<file path="config.mk">
export PLATFORM = sky130hd
export DESIGN_NAME = serial_adder
export DESIGN_NICKNAME = d
export VERILOG_FILES = /design/src/rtl/serial_arith_pkg.sv /design/src/rtl/fa_bit_cell.sv /design/src/rtl/serial_adder.sv
export SDC_FILE = /design/constraint.sdc
export NUM_CORES = 1
export LEC_CHECK = 0
export CORE_MARGIN = 2
export CORE_UTILIZATION = 51
export DETAILED_ROUTE_END_ITERATION = 12
export MAX_ROUTING_LAYER = met4
export PLACE_DENSITY = 0.86
export SETUP_SLACK_MARGIN = 0.3
export SLEW_MARGIN = 40
export SYNTH_ARGS = -nofsm -noshare
export SYNTH_HDL_FRONTEND = slang
export SYNTH_SLANG_ARGS = --single-unit
</file>
<file path="constraint.sdc">
create_clock -name clk -period 1.89 [get_ports clk]
set_input_delay 0.378 -clock clk [delete_from_list [all_inputs] [get_ports clk]]
set_output_delay 0.378 -clock clk [all_outputs]
set_load 0.1 [all_outputs]
</file>
<file path="src/rtl/serial_arith_pkg.sv">
// Shared definitions for the bit-serial arithmetic blocks.
package serial_arith_pkg;

  // Legal operand widths for serial_adder.
  localparam int unsigned WidthMin = 2;
  localparam int unsigned WidthMax = 32;

  // Controller states. The encoding is fixed so that ready/busy/done decode cleanly.
  typedef enum logic [1:0] {
    StIdle  = 2'd0,
    StShift = 2'd1,
    StDone  = 2'd2
  } serial_state_e;

  // True when w is a supported operand width.
  function automatic bit width_legal(input int unsigned w);
    return (w >= WidthMin) && (w <= WidthMax);
  endfunction

endpackage

</file>
<file path="src/rtl/fa_bit_cell.sv">
// 1-bit full adder cell, purely combinational.
module fa_bit_cell (
  input  logic a,
  input  logic b,
  input  logic cin,
  output logic s,
  output logic c
);

  assign s = a ^ b ^ cin;
  assign c = (a & b) | (cin & (a ^ b));

endmodule

</file>
<file path="src/rtl/serial_adder.sv">
// Bit-serial WIDTH-bit adder: one full-adder cell, operands shifted LSB-first,
// carry held in a flop between bits. Result is registered and flagged by a done pulse.
module serial_adder
  import serial_arith_pkg::*;
#(
  parameter int unsigned WIDTH = 8
) (
  input  logic             clk,
  input  logic             rst,
  input  logic             start,
  input  logic [WIDTH-1:0] a,
  input  logic [WIDTH-1:0] b,
  input  logic             cin,
  output logic             ready,
  output logic             busy,
  output logic             done,
  output logic [WIDTH-1:0] sum,
  output logic             cout
);

  // WIDTH >= 2, so the counter is at least one bit and reaches WIDTH-1 without wrapping.
  localparam int unsigned CntW = $clog2(WIDTH);

  serial_state_e state_q, state_d;

  logic [WIDTH-1:0] a_sr_q, a_sr_d;
  logic [WIDTH-1:0] b_sr_q, b_sr_d;
  logic [WIDTH-1:0] psum_q, psum_d;
  logic [WIDTH-1:0] sum_q, sum_d;
  logic             carry_q, carry_d;
  logic             cout_q, cout_d;
  logic [CntW-1:0]  cnt_q, cnt_d;

  logic cell_s;
  logic cell_c;
  logic last_bit;

  fa_bit_cell u_cell (
    .a  (a_sr_q[0]),
    .b  (b_sr_q[0]),
    .cin(carry_q),
    .s  (cell_s),
    .c  (cell_c)
  );

  assign last_bit = (cnt_q == CntW'(WIDTH - 1));

  // Next-state logic: capture on start, shift one bit per cycle, publish on the last bit.
  always_comb begin
    state_d = state_q;
    a_sr_d  = a_sr_q;
    b_sr_d  = b_sr_q;
    psum_d  = psum_q;
    sum_d   = sum_q;
    carry_d = carry_q;
    cout_d  = cout_q;
    cnt_d   = cnt_q;

    unique case (state_q)
      StIdle: begin
        if (start) begin
          a_sr_d  = a;
          b_sr_d  = b;
          carry_d = cin;
          cnt_d   = '0;
          state_d = StShift;
        end
      end
      StShift: begin
        a_sr_d  = {1'b0, a_sr_q[WIDTH-1:1]};
        b_sr_d  = {1'b0, b_sr_q[WIDTH-1:1]};
        // Sum bits enter at the MSB so the first bit ends at bit 0 after WIDTH shifts.
        psum_d  = {cell_s, psum_q[WIDTH-1:1]};
        carry_d = cell_c;
        cnt_d   = cnt_q + 1'b1;
        if (last_bit) begin
          sum_d   = {cell_s, psum_q[WIDTH-1:1]};
          cout_d  = cell_c;
          state_d = StDone;
        end
      end
      StDone: begin
        state_d = StIdle;
      end
      default: begin
        state_d = StIdle;
      end
    endcase
  end

  // State and datapath registers, cleared asynchronously.
  always_ff @(posedge clk or posedge rst) begin
    if (rst) begin
      state_q <= StIdle;
      a_sr_q  <= '0;
      b_sr_q  <= '0;
      psum_q  <= '0;
      sum_q   <= '0;
      carry_q <= 1'b0;
      cout_q  <= 1'b0;
      cnt_q   <= '0;
    end else begin
      state_q <= state_d;
      a_sr_q  <= a_sr_d;
      b_sr_q  <= b_sr_d;
      psum_q  <= psum_d;
      sum_q   <= sum_d;
      carry_q <= carry_d;
      cout_q  <= cout_d;
      cnt_q   <= cnt_d;
    end
  end

  // Status flags decode straight from the state register.
  assign ready = (state_q == StIdle);
  assign busy  = (state_q == StShift);
  assign done  = (state_q == StDone);
  assign sum   = sum_q;
  assign cout  = cout_q;

endmodule

</file>
[Word level (Yosys, flattened, before mapping)]
Cells that the tools add are included.
Widths: inputs -> output; s select.
Word-level totals
  logic and storage cells: 35
  register bits after elaboration: 39
Operators by class
  add/sub/neg operators: 1
  reductions and logical operators: 5
  mux-type cells: 11
  equality and inequality tests: 5
  bitwise operators: 5
Operator list (number)
  $pmux 8 s2: 2
  $mux 8: 2
  $pmux 3 s2: 1
  $reduce_and 2->1: 3
  $mux 2: 2
  $pmux 2 s2: 1
  $add 3x1->3 const B: 1
  $eq 3x3->1 const B: 1
  $mux 3: 1
  $and 1x1->1: 2
  $eq 2x1->1 const B: 1
  $eq 2x2->1 const B: 1
  $logic_not 2->1: 1
  $ne 2x1->1 const B: 1
  $ne 2x2->1 const B: 1
  $pmux 1 s2: 1
  $reduce_bool 2->1: 1
  $xor 1x1->1: 2
  $mux 1: 1
  $or 1x1->1: 1

[Depth between registers and ports, before layout]
Gate-level depths: netlist of run 1.
  depth after elaboration: 4
  depth in mapped cells: 6
  mapped depth without buffers: 5

[Cells and area by module]
Synthesis of run 1 repeated with hierarchy kept, for this count alone.
Second synthesis, totals
  cells, all modules: 154
  area, all modules: 1731.7 um^2
Modules (own cells, without submodules)
  serial_adder: cells an instance 153, sequential area each 950.9 um^2, area each 1711.6 um^2, times used 1
  fa_bit_cell: cells an instance 1, sequential area each 0.0 um^2, area each 20.0 um^2, times used 1

[Worst setup path before layout of run 1]
No wires, ideal clock.
  kind: reg-to-output
  start point: reg state_q[1]
  end point: out done
  slack: -0.639 ns
  arrival: 2.151 ns
  buffers on the path: 2
  cell stages (with the launch flop): 4
  cell sequence: dfrtp_1 buf_2 buf_2 nor2b_1
Between the ends
  word-level cells in the longest chain between the ends: 1
Ends and longest elaborated chain
  start, declared: RTL line serial_adder.sv:24  | serial_state_e state_q, state_d;
  start signal, assigned: RTL line serial_adder.sv:94  | state_q <= StIdle;
  start signal, assigned: RTL line serial_adder.sv:103  | state_q <= state_d;
  $eq 2x2->1: RTL line serial_adder.sv:117  | assign done = (state_q == StDone);
  end, declared: RTL line serial_adder.sv:16  | output logic done,
Every way passes these cells.

[Worst setup path in the final report of run 1]
  start point: reg state_q[0]
  end point: out ready
Between the ends
  word-level cells in the longest chain between the ends: 1
Ends and longest elaborated chain
  $logic_not 2->1: RTL line serial_adder.sv:115  | assign ready = (state_q == StIdle);
  end, declared: RTL line serial_adder.sv:14  | output logic ready,
Every way passes these cells.

==> results of run 1 <==
cell type report:
cell class,count,area (um2),area share [%]
flip-flops and latches,38,952,40.4
multi-input cells,97,721,30.6
clock buffers,5,37.5,1.59
inverters,11,41.3,1.75
well taps,46,57.6,2.44
clock inverters,3,40.0,1.70
repair buffers,47,508,21.5
registers in the layout, summed over array words and instances, names as in the netlist:
name	cells
cout	1
cnt_q	3
state_q	2
a_sr_q	8
carry_q	1
sum	8
psum_q	7
b_sr_q	8
synth_stat cells, types with 2 or more instances:
cell type,instances
o21ai_1,2
ha_1,2
o21ai_0,4
o22a_1,7
nor3b_1,12
nand3b_1,2
a22o_1,2
a221oi_2,5
mux2_2,9
dfrtp_1,38
o221a_2,2
clkbuf_1,3
buf_2,4
nor2_2,3
nor2b_1,7
nand2_1,24
a21oi_1,8
inv_1,11
logic make-up after synthesis:
kind of cell | after synthesis
AO/OA/AOI/OAI | 31
adder cells (fa/ha/maj) | 3
flip-flops | 38
multiplexers | 10
AND/OR/NAND/NOR | 53
buffers and inverters | 20
metal layers:
layer,up-vias,GRT usage (%)
met5,-,-
met4,0,5.83
met3,5,6.31
met2,43,36.4
met1,658,24.8
li1,625,-
final timing paths:
path | from | endpoint | slack, ns | cells after the start
worst max-delay path | state_q[0] | ready | 0.25 | 3
worst min-delay path | rst | b_sr_q[3] | 0.43 | 3
worst max register to register | cnt_q[0] | cout | 0.41 | 4
worst min register to register | psum_q[6] | psum_q[5] | 0.50 | 2
max in group asynchronous | rst | state_q[0] | 1.11 | 3
min in group clk | psum_q[6] | psum_q[5] | 0.50 | 2
worst max-delay path, cell delays in order, from the launching register on:
cell	delay (ns)
dfrtp_2	0.46
buf_6	0.14
nor2_4	0.13
buf_12	0.18
stage by stage:
step / cells / hold slack [ns] / cell area [um2]
after floorplan: 155 / 0.442 / 1760
after detailed placement: 231 / 0.477 / 2170
final: 247 / 0.428 / 2360
after global placement: 231 / 0.457 / 2170
after CTS: 247 / 0.435 / 2350
after global routing: 247 / 0.471 / 2360
power by group through the flow:
stage	Clock [W]	Combinational, W	Sequential [W]
after global routing	0.000585	0.00261	0.00147
after global placement	0	0.00223	0.00140
after floorplan	0	0.00110	0.00200
after detailed placement	0	0.00231	0.00143
final	0.000540	0.00246	0.00142
after CTS	0.000546	0.00243	0.00142
what timing repair did:
action,4_1_cts,5_1_grt
setup buffers,7,0
gates resized for setup,6,4
setup endpoints to repair,3,18
cloned,1,0
pin swaps,1,1
endpoints found under the hold margin,0,0
==> out/metrics.cfg, run 1 <==
[global_route]
grtUsageTotal_pct = 21.4
antenna_found_initial = 0
grt_pass1_vias = 1386
grt_max_degree = 39
grt_pass1_wl_um = 6330
grt_overflow = 0

[floorplanning]
ioPinCount = 32
die_w_um = 62.5
coreArea_mm2 = 0.00331
die_h_um = 62.5
start_util_pct = 52.6
die_area_mm2 = 0.00390
fp-row-count = 21

[synthesis]
synth-xor-area-share_pct = 0
syn_area_mm2 = 0.00174
synth_top_family_by_area = simple AND/OR/NAND/NOR gates
synth_edf_count = 0
synth_top_area_share_pct = 54.6
synth.area.top_cells = dfrtp_1 (55%), mux2_2 (5.8%), nand2_1 (5.2%)
yosys.area.top_type = dfrtp_1
yosys.area_share.adder_pct = 2.58
synth-compound-area-share_pct = 14.6
yosysSeqAreaShare_pct = 54.6
async_flop_share_pct = 100
yosys_warnings = 0
synth_nets = 178
synthFlopType = dfrtp_1
yosys.area_share.simple_pct = 16.7
synth_mux_area_share_pct = 6.39
syn_inst = 155
ys_seq_elements = 38
avgSynthCellArea_um2 = 11.2
synth_cell_types = 28

[clocking]
cts.clk_slew.worst_paths_ns = 0.12
cts_buffer_depth = 2
numClockSinks = 38
clk_latency_ns = 0.35
cts_hold_buf = 0
root_buffer = clkbuf_4
cts_made_buffers = 5
htree_levels = 2
cts_tree = yes

[timing]
skew_ns = 0.0174
max_slew_margin_pct = 69.2
hold_viol_final = 0
setup_tns_ns = 0
min_period_over_period_pct = 86.8
finalSetupViolCount = 0
clock.fmax_ghz = 0.610
grt_setup_unrepaired = yes
fin_ws_ns = 0.249
min_period_ns = 1.64
drv_slew = 0
tightestPinTransition_ns = 0.462

[placed_design]
hpwlAfterDp_um = 2480
gp_congestion = 0.825
pre_cts_ws_ns = 0.0630
portBuffers = 31

[power]
power.share.switching_pct = 45.3
p_comb_share_pct = 55.7
clockPowerShare_pct = 12.2
power.density_mw_per_mm2 = 1870
p_leak_nw = 1.09
p_int_w = 0.00242
seq_power_share_pct = 32.1
vdd_ir_drop_max_uv = 772
total_power_w = 0.00441
p_switching_w = 0.00200

[drt]
dr_total_vias = 1331
route.met2.wl_um = 1830
vias_per_cell = 5.39
firstDrtPassIters = 4
wl_met3_um = 224
ant_nets = 0
wire_per_inst_um = 14.8
top_layer = met4
drc = 0
wl_met1_um = 1560
totalWireLength_um = 3660
drtIter0Drc = 70

[critical_path]
required_ns = 1.51
path_max_fanout = 4
worstPathArrival_ns = 1.26
critPathKind = reg2out
startpoint_type = flop
endpoint_kind = primary output

[finish]
diodes = 0
layout-drive-gt1-share_pct = 29.9
final_cell_mix = dfrtp_1 (37), nand2_1 (24), clkdlybuf4s50_1 (19), buf_4 (19), nor3b_1 (12)
area_growth_pct = 35.2
fillers = 254
final_core_util_pct = 71.2
layout_commonest_cell = dfrtp_1
final_nets = 223

[run_status]
outcome = complete, no violations

[job]
cap_viol_max_count = 0

[min_path]
hp-class = in2async

Power figures use the tool's default switching activity.
==> run 2: changes to the inputs <==
--- a/config.mk
+++ b/config.mk
@@ -5,8 +5,10 @@
 export SDC_FILE = /design/constraint.sdc
 export NUM_CORES = 1
 export LEC_CHECK = 0
+export CELL_PAD_IN_SITES_DETAIL_PLACEMENT = 1
+export CELL_PAD_IN_SITES_GLOBAL_PLACEMENT = 1
 export CORE_MARGIN = 2
-export CORE_UTILIZATION = 51
+export CORE_UTILIZATION = 40
 export DETAILED_ROUTE_END_ITERATION = 12
 export MAX_ROUTING_LAYER = met4
 export PLACE_DENSITY = 0.86
==> out/metrics.cfg, run 2 (synthesis results as in run 1) <==
[timing]
min_period_over_period_pct = 84.9
skew_ns = 0.00368
grt_setup_unrepaired = yes
finalSetupViolCount = 0
drv_slew = 0
clock.fmax_ghz = 0.623
max_slew_margin_pct = 67.4
min_period_ns = 1.60
tightestPinTransition_ns = 0.489
hold_viol_final = 0

[critical_path]
r2r-end = b_sr_q[5]
r2r_cells = 4
worstPathArrival_ns = 1.23
crit_end = ready
max_stage_delay_ns = 0.46
required_ns = 1.51
r2r-start = state_q[0]
r2r_setup_slack_ns = 0.42
crit_start = state_q[0]
endpoint_kind = primary output
critPathKind = reg2out
slowest_stage = dfrtp_2
startpoint_type = flop
path_max_fanout = 5
crit_chain = buf_6 -> nor2_4 -> buf_12

[run_status]
outcome = complete, no violations

[placed_design]
place_area_mm2 = 0.00218
portBuffers = 31
hpwlAfterDp_um = 2850
gp_congestion = 0.767

[drt]
firstDrtPassIters = 2
ant_nets = 0
wire_per_inst_um = 17.2
dr_total_vias = 1343
vias_per_cell = 5.27
drtIter0Drc = 46
totalWireLength_um = 4380
drc = 0

[clocking]
cts_buffer_depth = 2
clk_latency_ns = 0.29
htree_levels = 2
cts_tree = yes
cts_made_buffers = 5
numClockSinks = 38
root_buffer = clkbuf_8
cts_hold_buf = 0
cts.clk_slew.worst_paths_ns = 0.08

[floorplanning]
fp-row-count = 24
coreArea_mm2 = 0.00426
ioPinCount = 32
die_w_um = 70.0
die_h_um = 70.0
die_area_mm2 = 0.00490
start_util_pct = 40.9

[global_route]
grtUsageTotal_pct = 20.1
grt_overflow = 0
grt_pass1_vias = 1517
grt_pass1_wl_um = 7340
grt_max_degree = 39
antenna_found_initial = 0

[min_path]
hp-class = reg2reg
min_from = psum_q[1]

[finish]
layout_commonest_cell = dfrtp_1
diodes = 0
design_area_mm2 = 0.00242
area_growth_pct = 38.9
final_nets = 225
layout-drive-gt1-share_pct = 30.0
final_cell_mix = dfrtp_1 (37), nand2_1 (24), buf_4 (20)
fillers = 452

[power]
total_power_w = 0.00462
vdd_ir_drop_max_uv = 836
power.density_mw_per_mm2 = 1910
p_leak_nw = 1.12

[job]
cap_viol_max_count = 0

## run 2: changes by cell type in the layout (fill, tap and decap cells not counted), sizes merged
cell | before | now
buf | 27 | 29
## run 2: what timing repair did
| item | CTS | global route |
|---|---|---|
| gates cloned | 1 | 0 |
| pin swaps | 1 | 1 |
| hold endpoints to repair | 0 | 0 |
| setup buffers | 7 | 3 |
| setup endpoints to repair | 19 | 12 |
| gates resized for setup | 8 | 1 |
## run 2: where the power goes
| part | switching, W | total (W) | internal [W] |
|---|---|---|---|
| sequential | 0.000238 | 0.00143 | 0.00119 |
| combinational | 0.00153 | 0.00251 | 0.000983 |
| clock | 0.000294 | 0.000682 | 0.000388 |
## run 2: stage by stage
stage,util (%),TNS [ns],hold WS [ns],cells,setup slack [ns]
3_3_place_gp,51.1,0,0.458,236,0.102
6_report,56.8,0,0.486,255,0.286
3_5_place_dp,51.1,-0.0572,0.475,236,-0.0291
2_1_floorplan,-,0,0.442,155,0.163
5_1_grt,56.8,0,0.528,255,0.254
4_1_cts,56.1,0,0.495,252,0.286
## run 2: layout make-up
type | instances | area, um2 | area share [%]
clock inverter | 3 | 40.0 | 1.65
timing repair buffer | 49 | 536 | 22.1
multi-input combinational | 97 | 718 | 29.7
tap | 52 | 65.1 | 2.69
clock buffer | 5 | 68.8 | 2.84
inverter | 11 | 41.3 | 1.71
sequential | 38 | 952 | 39.3
## run 2: worst min path at each step
stage / cells past startpoint / slack (ns) / end
6_report: 2 / 0.49 / psum_q[1]
5_1_grt: 2 / 0.53 / psum_q[1]
4_1_cts: 2 / 0.50 / psum_q[1]
3_5_place_dp: 2 / 0.48 / psum_q[1]
3_3_place_gp: 2 / 0.46 / psum_q[1]
2_1_floorplan: 2 / 0.44 / psum_q[1]
## run 2: routing by layer
metal	global-route usage [%]	part of all wire [%]
met1	23.8	41
met2	33.5	53
met3	5.05	4.4
met4	7.26	2.2
met5	-	0
## run 2: worst max-delay path: cells and delay by family, from the launching register on
kind	cells	cell delay, ns
buffers and inverters	2	0.33
flip-flops	1	0.46
AND/OR/NAND/NOR	1	0.15
==> run 3: changes to the inputs <==
--- a/config.mk
+++ b/config.mk
@@ -8,10 +8,10 @@
 export CELL_PAD_IN_SITES_DETAIL_PLACEMENT = 1
 export CELL_PAD_IN_SITES_GLOBAL_PLACEMENT = 1
 export CORE_MARGIN = 2
-export CORE_UTILIZATION = 40
+export CORE_UTILIZATION = 36
 export DETAILED_ROUTE_END_ITERATION = 12
 export MAX_ROUTING_LAYER = met4
-export PLACE_DENSITY = 0.86
+export PLACE_DENSITY = 0.82
 export SETUP_SLACK_MARGIN = 0.3
 export SLEW_MARGIN = 40
 export SYNTH_ARGS = -nofsm -noshare
==> constraint.sdc (replaced) <==
create_clock -name clk -period 1.3 [get_ports clk]
set_input_delay 0.26 -clock clk [delete_from_list [all_inputs] [get_ports clk]]
set_output_delay 0.26 -clock clk [all_outputs]
set_load 0.1 [all_outputs]
==> out/metrics.cfg, run 3 (synthesis results as in run 1) <==
[run_status]
outcome = finished, violations left
violations = negative setup slack

[global_route]
grtUsageMet1_pct = 26.1
grt_pass1_wl_um = 8970
met3_usage_pct = 4.80
grtUsageTotal_pct = 24.1
antenna_found_initial = 0
grt_pass1_vias = 1677
grt_max_degree = 32
grt_overflow = 0
top_usage_layer = met2
met2_usage_pct = 42.6

[power]
vdd_ir_drop_max_uv = 1250
p_leak_nw = 1.35
power.density_mw_per_mm2 = 2770
total_power_w = 0.00836

[critical_path]
worstPathArrival_ns = 1.22
r2r_cells = 5
startpoint_type = flop
r2r-start = state_q[0]
crit_start = state_q[0]
endpoint_kind = primary output
path_max_fanout = 4
critPathKind = reg2out
r2r-end = b_sr_q[1]
required_ns = 1.04
r2r_setup_slack_ns = -0.17

[drt]
ant_nets = 0
totalWireLength_um = 6240
wire_per_inst_um = 22.4
vias_per_cell = 5.53
drtIter0Drc = 113
dr_total_vias = 1543
firstDrtPassIters = 4
drc = 0

[timing]
hold_viol_final = 0
max_slew_margin_pct = 81.6
skew_ns = 0.0111
whs_ns = 0.362
grt_setup_unrepaired = yes
clock.fmax_ghz = 0.674
tightestPinTransition_ns = 0.275
finalSetupViolCount = 33
drv_slew = 0
min_period_ns = 1.48
setup_tns_ns = -3.12
min_period_over_period_pct = 114
fin_ws_ns = -0.183

[finish]
final_cell_mix = dfrtp_1 (28), buf_4 (21), clkdlybuf4s50_1 (18)
final_nets = 247
area_growth_pct = 72.9
diodes = 0
layout-drive-gt1-share_pct = 59.1
layout_commonest_cell = dfrtp_1

[clocking]
htree_levels = 2
cts_buffer_depth = 2
cts.clk_slew.worst_paths_ns = 0.09
clk_latency_ns = 0.30
numClockSinks = 38
cts_tree = yes
root_buffer = clkbuf_8
cts_made_buffers = 5

[placed_design]
portBuffers = 31
pre_cts_ws_ns = -0.408
hpwlAfterDp_um = 3170
gp_congestion = 0.872

[floorplanning]
die_area_mm2 = 0.00541
start_util_pct = 37.1
ioPinCount = 32
fp-row-count = 25
die_h_um = 73.6
coreArea_mm2 = 0.00469
die_w_um = 73.6

[job]
cap_viol_max_count = 0

[min_path]
hp-class = in2async

## run 3: cell count changes in the layout (fill, tap and decap cells not counted), moves of 4 or more
cell | before | now
nor3b_2 | 0 | 7
dfrtp_2 | 1 | 10
buf_6 | 2 | 12
mux2_2 | 9 | 0
nand2_1 | 24 | 12
nor3b_1 | 12 | 0
nand2_2 | 0 | 8
dfrtp_1 | 37 | 28
buf_12 | 7 | 14
o21ai_0 | 4 | 0
o21ai_2 | 0 | 4
nor3b_4 | 0 | 5
mux2_4 | 0 | 9
## run 3: layout make-up
type / instances / area (um2)
sequential: 38 / 963
inverter: 11 / 47.5
timing repair buffer: 69 / 817
tap: 54 / 67.6
multi-input combinational: 99 / 1020
fill: 465 / 1680
clock inverter: 2 / 12.5
clock buffer: 6 / 82.6
## run 3: worst max path at each step
stage                     depth (start not counted)   endpoint  slack [ns]
final                                             3       done       -0.18
after CTS                                         3       done       -0.17
after floorplan                                   4  b_sr_q[6]       -0.26
after global placement                            4  b_sr_q[1]       -0.32
after detailed placement                          4  b_sr_q[3]       -0.41
after global routing                              3       done       -0.20
## run 3: metal layers
| metal | part of all wire (%) | wire length, um | up-vias |
|---|---|---|---|
| li1 | - | - | 677 |
| met1 | 39 | 2450 | 806 |
| met2 | 56 | 3480 | 49 |
| met3 | 2.9 | 180 | 11 |
| met4 | 2.1 | 129 | 0 |
| met5 | 0 | 0 | - |
## run 3: power by group
part           internal (W)  switching, W  leakage [nW]  total (W)
clock              0.000427      0.000462        0.0472   0.000889
combinational       0.00239       0.00280         0.850    0.00519
sequential          0.00176      0.000523         0.452    0.00228
## run 3: worst max-delay path, cell delays in order (launching register included)
cell and delay, ns:
dfrtp_2 0.46, buf_6 0.16, nor2b_4 0.12, buf_12 0.18
## run 3: per-stage QoR
step                      std cells  util [%]  cell area, um2
after floorplan                 155         -            1890
after global placement          245      51.6            2420
after detailed placement        245      51.6            2420
after CTS                       270      60.1            2820
after global routing            279      64.2            3010
final                           279      64.2            3010
## run 3: timing repair
action,in CTS,in global routing
pin swaps,21,21
resized for setup,49,26
hold buffers,0,0
cloned,2,1
setup endpoints to repair,50,50
buffers inserted,15,8
